==> src/rtl/digit8_pkg.sv <==
// Shared constants and FSM state type for the 8-digit binary-to-BCD converter.
package digit8_pkg;

    localparam int DIGITS = 8;
    localparam int BCD_W  = 4;

    localparam logic [26:0] MAX_DEC = 27'd99_999_999;
    localparam logic [31:0] SAT_BCD = 32'h9999_9999;

    typedef enum logic [1:0] {
        ST_IDLE  = 2'd0,
        ST_SHIFT = 2'd1,
        ST_DONE  = 2'd2
    } state_t;

endpackage

==> src/rtl/bcd_digit_adj.sv <==
// Double-dabble digit correction: a nibble of 5 or more gets +3 before the next shift.
module bcd_digit_adj (
    input  logic [3:0] digit,
    output logic [3:0] adjusted
);

    assign adjusted = (digit >= 4'd5) ? (digit + 4'd3) : digit;

endmodule

==> src/rtl/bin2bcd_8digit.sv <==
// Sequential shift-and-add-3 binary-to-BCD converter feeding the 8-digit scan driver.
// Define LEADING_ZERO_BLANK_EN to add the registered out_blank leading-zero mask.
module bin2bcd_8digit #(
    parameter int BIN_W  = 27,
    parameter int DIGITS = 8
) (
    input  logic                  clk,
    input  logic                  rst,
    input  logic                  in_valid,
    output logic                  in_ready,
    input  logic [BIN_W-1:0]      in_bin,
    output logic                  out_valid,
    output logic [4*DIGITS-1:0]   out_bcd,
    output logic                  out_overflow,
    output logic                  busy
`ifdef LEADING_ZERO_BLANK_EN
    ,
    output logic [DIGITS-1:0]     out_blank
`endif
);

    import digit8_pkg::*;

    localparam int IW = $clog2(BIN_W);

    state_t                state, state_nxt;
    logic [BIN_W-1:0]      bin_sr;
    logic [4*DIGITS-1:0]   bcd_sr;
    logic [4*DIGITS-1:0]   bcd_adj;
    logic [IW-1:0]         iter;
    logic                  ovf_q;

    for (genvar g = 0; g < DIGITS; g++) begin : g_adj
        bcd_digit_adj u_adj (
            .digit    (bcd_sr [g*BCD_W +: BCD_W]),
            .adjusted (bcd_adj[g*BCD_W +: BCD_W])
        );
    end

    always_ff @(posedge clk or posedge rst) begin
        if (rst) state <= ST_IDLE;
        else     state <= state_nxt;
    end

    // NOTE: next state defaults to the current one first, so no path leaves it unassigned (no latch).
    always_comb begin
        state_nxt = state;
        case (state)
            ST_IDLE:  if (in_valid) state_nxt = ST_SHIFT;
            ST_SHIFT: if (iter == IW'(BIN_W-1)) state_nxt = ST_DONE;
            ST_DONE:  state_nxt = ST_IDLE;
            default:  state_nxt = ST_IDLE;
        endcase
    end

    assign in_ready = (state == ST_IDLE);
    assign busy     = (state != ST_IDLE);

    // NOTE: all state uses non-blocking assignments so every register samples pre-edge values.
    always_ff @(posedge clk or posedge rst) begin
        if (rst) begin
            bin_sr <= '0;
            bcd_sr <= '0;
            iter   <= '0;
            ovf_q  <= 1'b0;
        end else begin
            case (state)
                ST_IDLE: if (in_valid) begin
                    bin_sr <= in_bin;
                    bcd_sr <= '0;
                    iter   <= '0;
                    ovf_q  <= (32'(in_bin) > 32'(MAX_DEC));
                end
                ST_SHIFT: begin
                    // Corrected digits and the binary register shift left as one long register.
                    bcd_sr <= {bcd_adj[4*DIGITS-2:0], bin_sr[BIN_W-1]};
                    bin_sr <= {bin_sr[BIN_W-2:0], 1'b0};
                    iter   <= iter + 1'b1;
                end
                default: ;
            endcase
        end
    end

    always_ff @(posedge clk or posedge rst) begin
        if (rst) begin
            out_valid    <= 1'b0;
            out_bcd      <= '0;
            out_overflow <= 1'b0;
        end else begin
            out_valid <= (state == ST_DONE);
            if (state == ST_DONE) begin
                out_bcd      <= ovf_q ? SAT_BCD : bcd_sr;
                out_overflow <= ovf_q;
            end
        end
    end

`ifdef LEADING_ZERO_BLANK_EN
    logic [DIGITS-1:0] blank_nxt;
    logic              zero_above;

    // Walk down from the top digit; a digit blanks only while everything above it is zero.
    always_comb begin
        blank_nxt  = '0;
        zero_above = 1'b1;
        for (int i = DIGITS-1; i >= 1; i--) begin
            zero_above   = zero_above && (bcd_sr[i*BCD_W +: BCD_W] == '0);
            blank_nxt[i] = zero_above && !ovf_q;
        end
    end

    always_ff @(posedge clk or posedge rst) begin
        if (rst)                    out_blank <= '0;
        else if (state == ST_DONE)  out_blank <= blank_nxt;
    end
`endif

endmodule

==> config.mk <==
export PLATFORM = sky130hd
export DESIGN_NAME = bin2bcd_8digit
export DESIGN_NICKNAME = d
export VERILOG_FILES = /design/src/rtl/digit8_pkg.sv /design/src/rtl/bcd_digit_adj.sv /design/src/rtl/bin2bcd_8digit.sv
export SDC_FILE = /design/constraint.sdc
export NUM_CORES = 1
export LEC_CHECK = 0
export ABC_AREA = 0
export BUFFER_PORTS_ARGS = -buffer_cell sky130_fd_sc_hd__buf_2
export CAP_MARGIN = 5
export CORE_UTILIZATION = 61
export CTS_CLUSTER_SIZE = 40
export DETAILED_ROUTE_END_ITERATION = 12
export GPL_ROUTABILITY_DRIVEN = 0
export PLACE_DENSITY = 0.81
export SLEW_MARGIN = 20
export SYNTH_ARGS = -nofsm -noshare
export SYNTH_HDL_FRONTEND = slang
export SYNTH_SLANG_ARGS = --single-unit
==> constraint.sdc <==
create_clock -name clk -period 5.8 [get_ports clk]
set_input_delay 0.58 -clock clk [delete_from_list [all_inputs] [get_ports clk]]
set_output_delay 0.58 -clock clk [all_outputs]
set_load 0.01 [all_outputs]
==> qor.yml, run 1 <==
status:
  status: "completed"
routing:
  drt_iter0_markers: 144
  totalWireLength_mm: 8.89
  wl_per_cell_um: 14.3
  via_per_inst: 5.71
  postRouteAntennaNets: 0
  vias: 3543
  drc: 0
  dr.pass1.iters: 4
die:
  num_rows: 31
  coreArea_mm2: 0.00733
  initial_core_util: 0.635
  die_h_um: 89.3
  io_pins: 66
  chipWidth_um: 89.3
  dieArea_mm2: 0.00798
cts:
  htree_levels: 3
  hold_buffers: 0
  path_clk_slew_ns: 0.09
  clkSinkCount: 101
  cts_setup_buffers: 0
  cts_buffer_depth: 2
  clock_latency_ns: 0.36
  cts_tree: "done"
  postCtsResizedCells: 0
  root_buffer: "clkbuf_8"
  cts_buffers: 9
worst_setup_path:
  r2r-start: "state[1]$_DFFE_PP0P_"
  critPathCaptureType: "register"
  rr_worst_depth: 4
  critPathKind: "reg2reg"
  reg2reg_slack_ns: 3.64
  required_ns: 6.05
  critPathMaxFanout: 30
  startpoint_type: "register"
  r2r-end: "bcd_sr[7]$_DFFE_PP0P_"
  crit_arrival_ns: 2.42
sta:
  fin_tns_setup_ns: 0
  period_minus_slack_ns: 2.16
  worst_slack_ns: 3.64
  max_clock_freq_mhz: 462
  fin_skew_ns: 0.0101
  worst_slew_pin_slew_ns: 1.08
  hold_viol: 0
  finalSetupViolations: 0
  relSlewSlack: 0.283
  period_share: 0.373
  rsz0062_at_grt: "false"
  slew_viol_final: 0
cells_and_area:
  fill_cells: 566
  nNetsFinal: 566
  multi_input_area_mm2: 0.00194
  drive_above_1_share: 0.179
  diodes: 0
  regArea_mm2: 0.00253
  final_common_cell: "dfrtp_1"
  areaGrowthSynthToFinish_pct: 12.6
  layout_common_cells: "dfrtp_1 (101), nand2_1 (75), buf_2 (65), o21ai_0 (39), nor2_1 (32)"
placement:
  post-place-ws_ns: 3.46
  io_buffer_count: 65
  dpl.hpwl_mm: 5.84
pwr:
  powerDensity_mw_per_mm2: 531
  power_leakage_nw: 2.57
  ir_drop_v: 0.000378
yosys:
  synthFlopType: "dfrtp_1"
  synth_edf_count: 0
  syn_nets: 513
  synth_top_area_cell: "dfrtp_1"
  syn_avg_cell_area_um2: 10.0
  ys_warn_count: 0
  synth_area_leaders: "dfrtp_1 (54%), nand2_1 (6.1%), ha_1 (4.8%), o21ai_0 (4.2%), o31ai_1 (2.9%)"
  yosysTopAreaCellShare: 0.543
  yosysUniqueCellTypes: 38
  ys_seq_area_frac: 0.543
  syn_area_mm2: 0.00465
  synth_cells: 465
  ys_ff_latch: 101
  ys_async_sr_fraction: 1.00
grt:
  grt_max_degree: 87
  grt_first_pass_wirelength_mm: 14.7
  grt_antenna_before_repair: 0
  grt_pass1_vias: 3192
  grt.overflow.total: 0
  grt_usage: 0.242
worst_hold_path:
  hold_path_class: "in2async"
job:
  maxCapViolations: 0
stage by stage:
stage	util	hold WS [ns]	power, mW	instances	area, um^2
floorplan	-	0.446	2.05	465	4650
global route	0.715	0.148	3.01	620	5240
global placement	0.686	0.456	2.26	606	5030
detailed placement	0.686	0.465	2.33	606	5030
finish	0.715	0.129	2.78	620	5240
CTS	0.713	0.128	2.79	620	5230
area by class of cell:
type / count / area share
well taps: 99 / 0.0236
clock inverters: 4 / 0.0143
flip-flops and latches: 101 / 0.482
clock buffers: 10 / 0.0244
inverters: 21 / 0.0155
repair buffers: 70 / 0.0700
multi-input cells: 315 / 0.370
worst max path at each step:
stage	start	endpoint	cells after the start
global placement	in_valid	bcd_sr[11]$_DFFE_PP0P_	5
detailed placement	in_valid	bcd_sr[31]$_DFFE_PP0P_	5
finish	state[1]$_DFFE_PP0P_	bcd_sr[7]$_DFFE_PP0P_	4
CTS	state[1]$_DFFE_PP0P_	bcd_sr[31]$_DFFE_PP0P_	4
floorplan	rst	bcd_sr[0]$_DFFE_PP0P_	1
global route	state[0]$_DFFE_PP0P_	bcd_sr[11]$_DFFE_PP0P_	4
per-layer routing:
metal  track usage  vias to the layer above  wire [um]
li1              -                     1730          -
met1         0.339                     1697       4190
met2         0.376                       97       4130
met3        0.0332                       19        373
met4         0.111                        0        204
met5             0                        -          0
Yosys cell counts (2+ instances only):
cell / instances
mux2_2: 3
a22o_1: 6
a22oi_1: 17
o22ai_1: 21
nand2b_1: 18
o31ai_1: 18
nand4_1: 2
a32o_1: 8
xnor2_1: 8
clkbuf_1: 14
mux2i_1: 6
buf_2: 9
nand3_1: 5
inv_1: 21
dfrtp_1: 101
nor3b_1: 6
buf_1: 4
a21oi_1: 14
ha_1: 18
o32ai_1: 2
a31oi_1: 2
nor2_1: 32
xor2_1: 3
o21ai_0: 39
nand2_1: 75
sequential cells by signal, summed over array words and instances (netlist names):
name / flops
bcd_sr: 32
out_bcd: 32
bin_sr: 27
iter: 5
state: 2
out_overflow: 1
out_valid: 1
ovf_q: 1
cell families (layout without fill, tap and decap cells):
group,count (synthesis),count (layout),synth area share
AOI/OAI and AO/OA,129,129,0.180
xor gates and xnor gates,11,11,0.0207
adders and majority gates,18,18,0.0484
buffers and inverters,49,105,0.0436
DFF,101,101,0.543
muxes,9,9,0.0202
and+or+nand+nor,148,148,0.143
critical path, stage by stage (launching register included):
cell and delay (ns):
dfrtp_1 0.46, or3b_1 0.63, nand2_2 0.57, o31ai_1 0.16
a32o_1 0.23
power breakdown:
part	leakage (nW)	internal (mW)	switching [mW]
Combinational	1.17	0.512	0.643
Clock	0.0945	0.239	0.228
Sequential	1.31	0.957	0.203
No activity file was read; power rests on OpenSTA's default activity.
==> run 2: changes to the inputs <==
--- a/config.mk
+++ b/config.mk
@@ -8,11 +8,11 @@
 export ABC_AREA = 0
 export BUFFER_PORTS_ARGS = -buffer_cell sky130_fd_sc_hd__buf_2
 export CAP_MARGIN = 5
-export CORE_UTILIZATION = 61
+export CORE_UTILIZATION = 52
 export CTS_CLUSTER_SIZE = 40
 export DETAILED_ROUTE_END_ITERATION = 12
 export GPL_ROUTABILITY_DRIVEN = 0
-export PLACE_DENSITY = 0.81
+export PLACE_DENSITY = 0.73
 export SLEW_MARGIN = 20
 export SYNTH_ARGS = -nofsm -noshare
 export SYNTH_HDL_FRONTEND = slang
==> constraint.sdc (replaced) <==
create_clock -name clk -period 1.76 [get_ports clk]
set_input_delay 0.176 -clock clk [delete_from_list [all_inputs] [get_ports clk]]
set_output_delay 0.176 -clock clk [all_outputs]
set_load 0.01 [all_outputs]
==> run 2 against run 1 <==
Sequential share of layout area decreased by 1.2 points. Non-clock buffer count increased by 13. Highest routed layer unchanged. Sequential cell count unchanged.
==> qor.yml, run 2 (synthesis gave the netlist of run 1 again) <==
pwr:
  ir_drop_v: 0.000718
  power_leakage_nw: 2.64
  powerDensity_mw_per_mm2: 1720
grt:
  grt_pass1_vias: 3587
  grt_first_pass_wirelength_mm: 16.3
  grt.overflow.total: 0
  grt_antenna_before_repair: 0
  grt_max_degree: 65
  grt_usage: 0.228
sta:
  worst_slack_ns: 0.100
  rsz0062_at_grt: "false"
  hold_viol: 0
  period_share: 0.943
  worst_slew_pin_slew_ns: 0.675
  slew_viol_final: 0
  finalSetupViolations: 0
  relSlewSlack: 0.549
  fin_tns_setup_ns: 0
  max_clock_freq_mhz: 602
  fin_skew_ns: 0.0121
  period_minus_slack_ns: 1.66
routing:
  drt_iter0_markers: 144
  postRouteAntennaNets: 0
  dr.pass1.iters: 4
  via_per_inst: 5.57
  drc: 0
  vias: 3581
  wl_per_cell_um: 14.7
  totalWireLength_mm: 9.48
cts:
  cts_buffer_depth: 2
  clock_latency_ns: 0.36
  htree_levels: 3
  cts_tree: "done"
  cts_buffers: 9
  root_buffer: "clkbuf_8"
  path_clk_slew_ns: 0.10
  clkSinkCount: 101
  cts_setup_buffers: 0
placement:
  io_buffer_count: 65
  post-place-ws_ns: -0.0766
  dpl.hpwl_mm: 6.32
cells_and_area:
  nNetsFinal: 579
  layout_common_cells: "dfrtp_1 (101), nand2_1 (75), buf_2 (65), o21ai_0 (39), nor2_1 (32)"
  largestRegisters: "bcd_sr x32, out_bcd x32, bin_sr x27"
  areaGrowthSynthToFinish_pct: 15.4
  regArea_mm2: 0.00253
  final_common_cell: "dfrtp_1"
  diodes: 0
  fill_cells: 723
  drive_above_1_share: 0.200
  multi_input_area_mm2: 0.00195
worst_setup_path:
  worstPathCellList: "inv_1, ha_1, nand2b_1, a21oi_1, mux2_2, o21ai_0"
  startpoint_type: "register"
  critPathKind: "reg2reg"
  slowest_stage: "dfrtp_1"
  required_ns: 2.04
  critPathMaxFanout: 5
  startpoint: "bcd_sr[5]$_DFFE_PP0P_"
  rr_worst_depth: 6
  crit_arrival_ns: 1.94
  r2r-end: "bcd_sr[6]$_DFFE_PP0P_"
  cpPeakStageDelay_ns: 0.39
  reg2reg_slack_ns: 0.10
  critPathCaptureType: "register"
  r2r-start: "bcd_sr[5]$_DFFE_PP0P_"
die:
  initial_core_util: 0.536
  die_h_um: 96.6
  io_pins: 66
  coreArea_mm2: 0.00868
  dieArea_mm2: 0.00933
  chipWidth_um: 96.6
  num_rows: 34
status:
  status: "completed"
worst_hold_path:
  holdCritStartpoint: "in_bin[7]"
  hold_path_class: "in2reg"
  hold_depth: 3
  hold_end: "bin_sr[7]$_DFFE_PP0P_"
job:
  maxCapViolations: 0
[run 2: per-stage QoR]
step           hold slack (ns)   util  instances  cell area [um^2]  power [mW]
5_1_grt                 0.0387  0.619        643              5370        10.1
2_1_floorplan            0.281      -        465              4660        6.76
6_report                0.0272  0.619        643              5370        9.24
4_1_cts                 0.0201  0.618        643              5360        9.28
3_5_place_dp            0.0991  0.593        626              5150        7.82
3_3_place_gp            0.0971  0.593        626              5150        7.60
[run 2: routing by layer]
layer,GRT usage,share of wire
met1,0.291,0.46
met2,0.380,0.49
met5,0,0
met3,0.0376,0.038
met4,0.102,0.014
[run 2: power by group]
part	total, mW	leakage, nW	internal (mW)	switching (mW)
Sequential	3.76	1.31	3.15	0.604
Combinational	4.04	1.24	1.81	2.23
Clock	1.44	0.0950	0.650	0.785
[run 2: timing repair]
| action | 4_1_cts | 5_1_grt |
|---|---|---|
| hold buffers | 2 | 0 |
| endpoints found under the hold margin | 6 | 0 |
| gates resized for setup | 1 | 2 |
| endpoints found under the setup margin | 27 | 11 |
[run 2: how the worst max path moves through the flow]
stage          cells after the start                     end  slack, ns
2_1_floorplan                      6   bcd_sr[6]$_DFFE_PP0P_       0.24
3_3_place_gp                       3  bcd_sr[14]$_DFFE_PP0P_       0.03
3_5_place_dp                       4  bcd_sr[10]$_DFFE_PP0P_      -0.08
4_1_cts                            4  bcd_sr[23]$_DFFE_PP0P_       0.06
5_1_grt                            6   bcd_sr[6]$_DFFE_PP0P_      0.005
6_report                           6   bcd_sr[6]$_DFFE_PP0P_       0.10
[run 2: layout make-up]
type | instances | area share
Clock buffer | 9 | 0.0231
Clock inverter | 6 | 0.0121
Inverter | 21 | 0.0154
Multi-Input combinational cell | 315 | 0.362
Sequential cell | 101 | 0.471
Tap cell | 108 | 0.0252
Timing Repair Buffer | 83 | 0.0913
[run 2: critical path: cells and delay by family (launching register included)]
family	cells	cell delay (ns)
muxes	1	0.36
adders and majority gates	1	0.24
AOI/OAI and AO/OA	2	0.36
buffers and inverters	1	0.16
and+or+nand+nor	1	0.07
DFF	1	0.39
==> run 3: changes to the inputs <==
--- a/config.mk
+++ b/config.mk
@@ -7,12 +7,13 @@
 export LEC_CHECK = 0
 export ABC_AREA = 0
 export BUFFER_PORTS_ARGS = -buffer_cell sky130_fd_sc_hd__buf_2
-export CAP_MARGIN = 5
-export CORE_UTILIZATION = 52
+export CAP_MARGIN = 20
+export CORE_UTILIZATION = 57
 export CTS_CLUSTER_SIZE = 40
 export DETAILED_ROUTE_END_ITERATION = 12
 export GPL_ROUTABILITY_DRIVEN = 0
-export PLACE_DENSITY = 0.73
+export HOLD_SLACK_MARGIN = 0.12
+export PLACE_DENSITY = 0.76
 export SLEW_MARGIN = 20
 export SYNTH_ARGS = -nofsm -noshare
 export SYNTH_HDL_FRONTEND = slang
==> constraint.sdc (replaced) <==
create_clock -name clk -period 1.6 [get_ports clk]
set_input_delay 0.16 -clock clk [delete_from_list [all_inputs] [get_ports clk]]
set_output_delay 0.16 -clock clk [all_outputs]
set_load 0.01 [all_outputs]
==> run 3 against run 2 <==
Total power is 19% higher. Die area is 8.6% lower. Sequential cell count is the same. Critical path depth increased by 1. Worst hold slack gained 0.13 ns. First-iteration DRC count grew 13%.
==> qor.yml, run 3 (synthesis gave the netlist of run 1 again) <==
sta:
  worst_slack_ns: 0.0644
  fin_skew_ns: 0.0123
  relSlewSlack: 0.691
  max_clock_freq_mhz: 651
  period_share: 0.960
  slew_viol_final: 0
  finalSetupViolations: 0
  hold_ws_ns: 0.154
  worst_slew_pin_slew_ns: 0.463
  period_minus_slack_ns: 1.54
  hold_viol: 0
worst_hold_path:
  hold_depth: 3
  hold_end: "bin_sr[25]$_DFFE_PP0P_"
  holdCritStartpoint: "in_bin[25]"
  hold_path_class: "in2reg"
grt:
  grt.overflow.total: 0
  grt_pass1_vias: 3662
  grt_max_degree: 47
  grt_usage: 0.257
  grt_antenna_before_repair: 0
  grt.busiest_layer: "met2"
  grtUsageMet1: 0.358
  grtUsageMet2: 0.416
  grtUsageMet3: 0.0312
  grt_first_pass_wirelength_mm: 17.3
routing:
  vias: 3766
  postRouteAntennaNets: 0
  totalWireLength_mm: 10.1
  dr.pass1.iters: 5
  via_per_inst: 5.57
  drt_iter0_markers: 162
  drc: 0
  wl_per_cell_um: 14.9
cells_and_area:
  regArea_mm2: 0.00253
  layout_common_cells: "dfrtp_1 (101), nand2_1 (75), buf_2 (65), o21ai_0 (37), nor2_1 (32)"
  areaGrowthSynthToFinish_pct: 24.7
  multi_input_area_mm2: 0.00197
  fill_cells: 563
  diodes: 0
  fin_area_mm2: 0.00580
  finish.utilization: 0.743
  final_common_cell: "dfrtp_1"
  drive_above_1_share: 0.237
  nNetsFinal: 617
  largestRegisters: "bcd_sr x32, out_bcd x32, bin_sr x27"
worst_setup_path:
  crit_arrival_ns: 1.77
  critPathCaptureType: "register"
  startpoint_type: "register"
  cpPeakStageDelay_ns: 0.43
  crit_top_cell: "buf_4"
  r2r-start: "bcd_sr[8]$_DFFE_PP0P_"
  critPathMaxFanout: 4
  worstPathCellList: "ha_1, nand2b_1, a21oi_2, buf_4, buf_4, xnor2_1, o22ai_1"
  required_ns: 1.84
  reg2reg_slack_ns: 0.06
  rr_worst_depth: 7
  r2r-end: "bcd_sr[9]$_DFFE_PP0P_"
  slowest_stage: "dfrtp_1"
  critPathKind: "reg2reg"
die:
  io_pins: 66
  dieArea_mm2: 0.00853
  initial_core_util: 0.596
  coreArea_mm2: 0.00781
  chipWidth_um: 92.3
  num_rows: 32
  die_h_um: 92.3
job:
  maxCapViolations: 0
placement:
  dpl.hpwl_mm: 6.77
  io_buffer_count: 65
  placed_area_mm2: 0.00524
  post-place-ws_ns: -0.0253
status:
  status: "completed"
cts:
  cts_buffer_depth: 2
  clock_latency_ns: 0.36
  cts_tree: "done"
  htree_levels: 3
  path_clk_slew_ns: 0.10
  clkSinkCount: 101
  cts_buffers: 9
  root_buffer: "clkbuf_8"
pwr:
  ir_drop_v: 0.000825
  powerDensity_mw_per_mm2: 1900
  power_leakage_nw: 2.83
  power.total_mw: 11.0
run 3: cell types whose count changed in the layout (fill, tap and decap cells not counted), sizes merged:
| cell | change |
|---|---|
| buf | +14 |
| bufinv | +2 |
| clkbuf | +1 |
| clkinv | -2 |
| dlygate4sd3 | +24 |
run 3: layout make-up:
cell class                      instances  area share
Clock inverter                          6      0.0192
Sequential cell                       101       0.436
Multi-Input combinational cell        315       0.340
Timing Repair Buffer                  121       0.146
Inverter                               21      0.0142
Tap cell                              102      0.0220
Clock buffer                           10      0.0220
run 3: metal layers:
metal,share of wire,routed length [um],vias to the layer above
met2,0.49,4910,104
met4,0.010,104,0
met3,0.036,365,9
met1,0.46,4670,1823
met5,0,0,-
li1,-,-,1830
run 3: repair_timing:
| item | CTS | global route |
|---|---|---|
| buffers inserted | 0 | 3 |
| endpoints found under the setup margin | 3 | 24 |
| hold endpoints to repair | 41 | 0 |
| cloned | 0 | 0 |
| gates resized for setup | 6 | 13 |
| hold buffers | 26 | 0 |
| pin swaps | 0 | 2 |
run 3: power breakdown:
group	switching, mW	internal [mW]
Sequential	0.710	3.47
Combinational	2.64	2.27
Clock	0.860	1.04
run 3: stage by stage:
stage / TNS, ns / cells
after global routing: -0.00937 / 676
after detailed placement: -0.0253 / 631
after floorplan: 0 / 465
final: 0 / 676
after global placement: 0 / 631
after CTS: 0 / 673
run 3: worst max path at each step:
stage                      startpoint                      to  slack, ns  depth (start not counted)
3_5_place_dp    bcd_sr[4]$_DFFE_PP0P_   bcd_sr[6]$_DFFE_PP0P_      -0.03                          6
3_3_place_gp    bcd_sr[9]$_DFFE_PP0P_  bcd_sr[10]$_DFFE_PP0P_       0.11                          6
4_1_cts         bcd_sr[9]$_DFFE_PP0P_  bcd_sr[10]$_DFFE_PP0P_      0.006                          6
5_1_grt        bcd_sr[24]$_DFFE_PP0P_  bcd_sr[26]$_DFFE_PP0P_     -0.007                          6
2_1_floorplan   bcd_sr[4]$_DFFE_PP0P_   bcd_sr[6]$_DFFE_PP0P_       0.08                          6
6_report        bcd_sr[8]$_DFFE_PP0P_   bcd_sr[9]$_DFFE_PP0P_       0.06                          7
run 3: critical path, delay by kind of cell, from the launching register on:
kind / cells / cell delay [ns]
buffers and inverters: 2 / 0.24
DFF: 1 / 0.43
xor gates and xnor gates: 1 / 0.10
adders and majority gates: 1 / 0.22
and+or+nand+nor: 1 / 0.17
AOI/OAI and AO/OA: 2 / 0.25
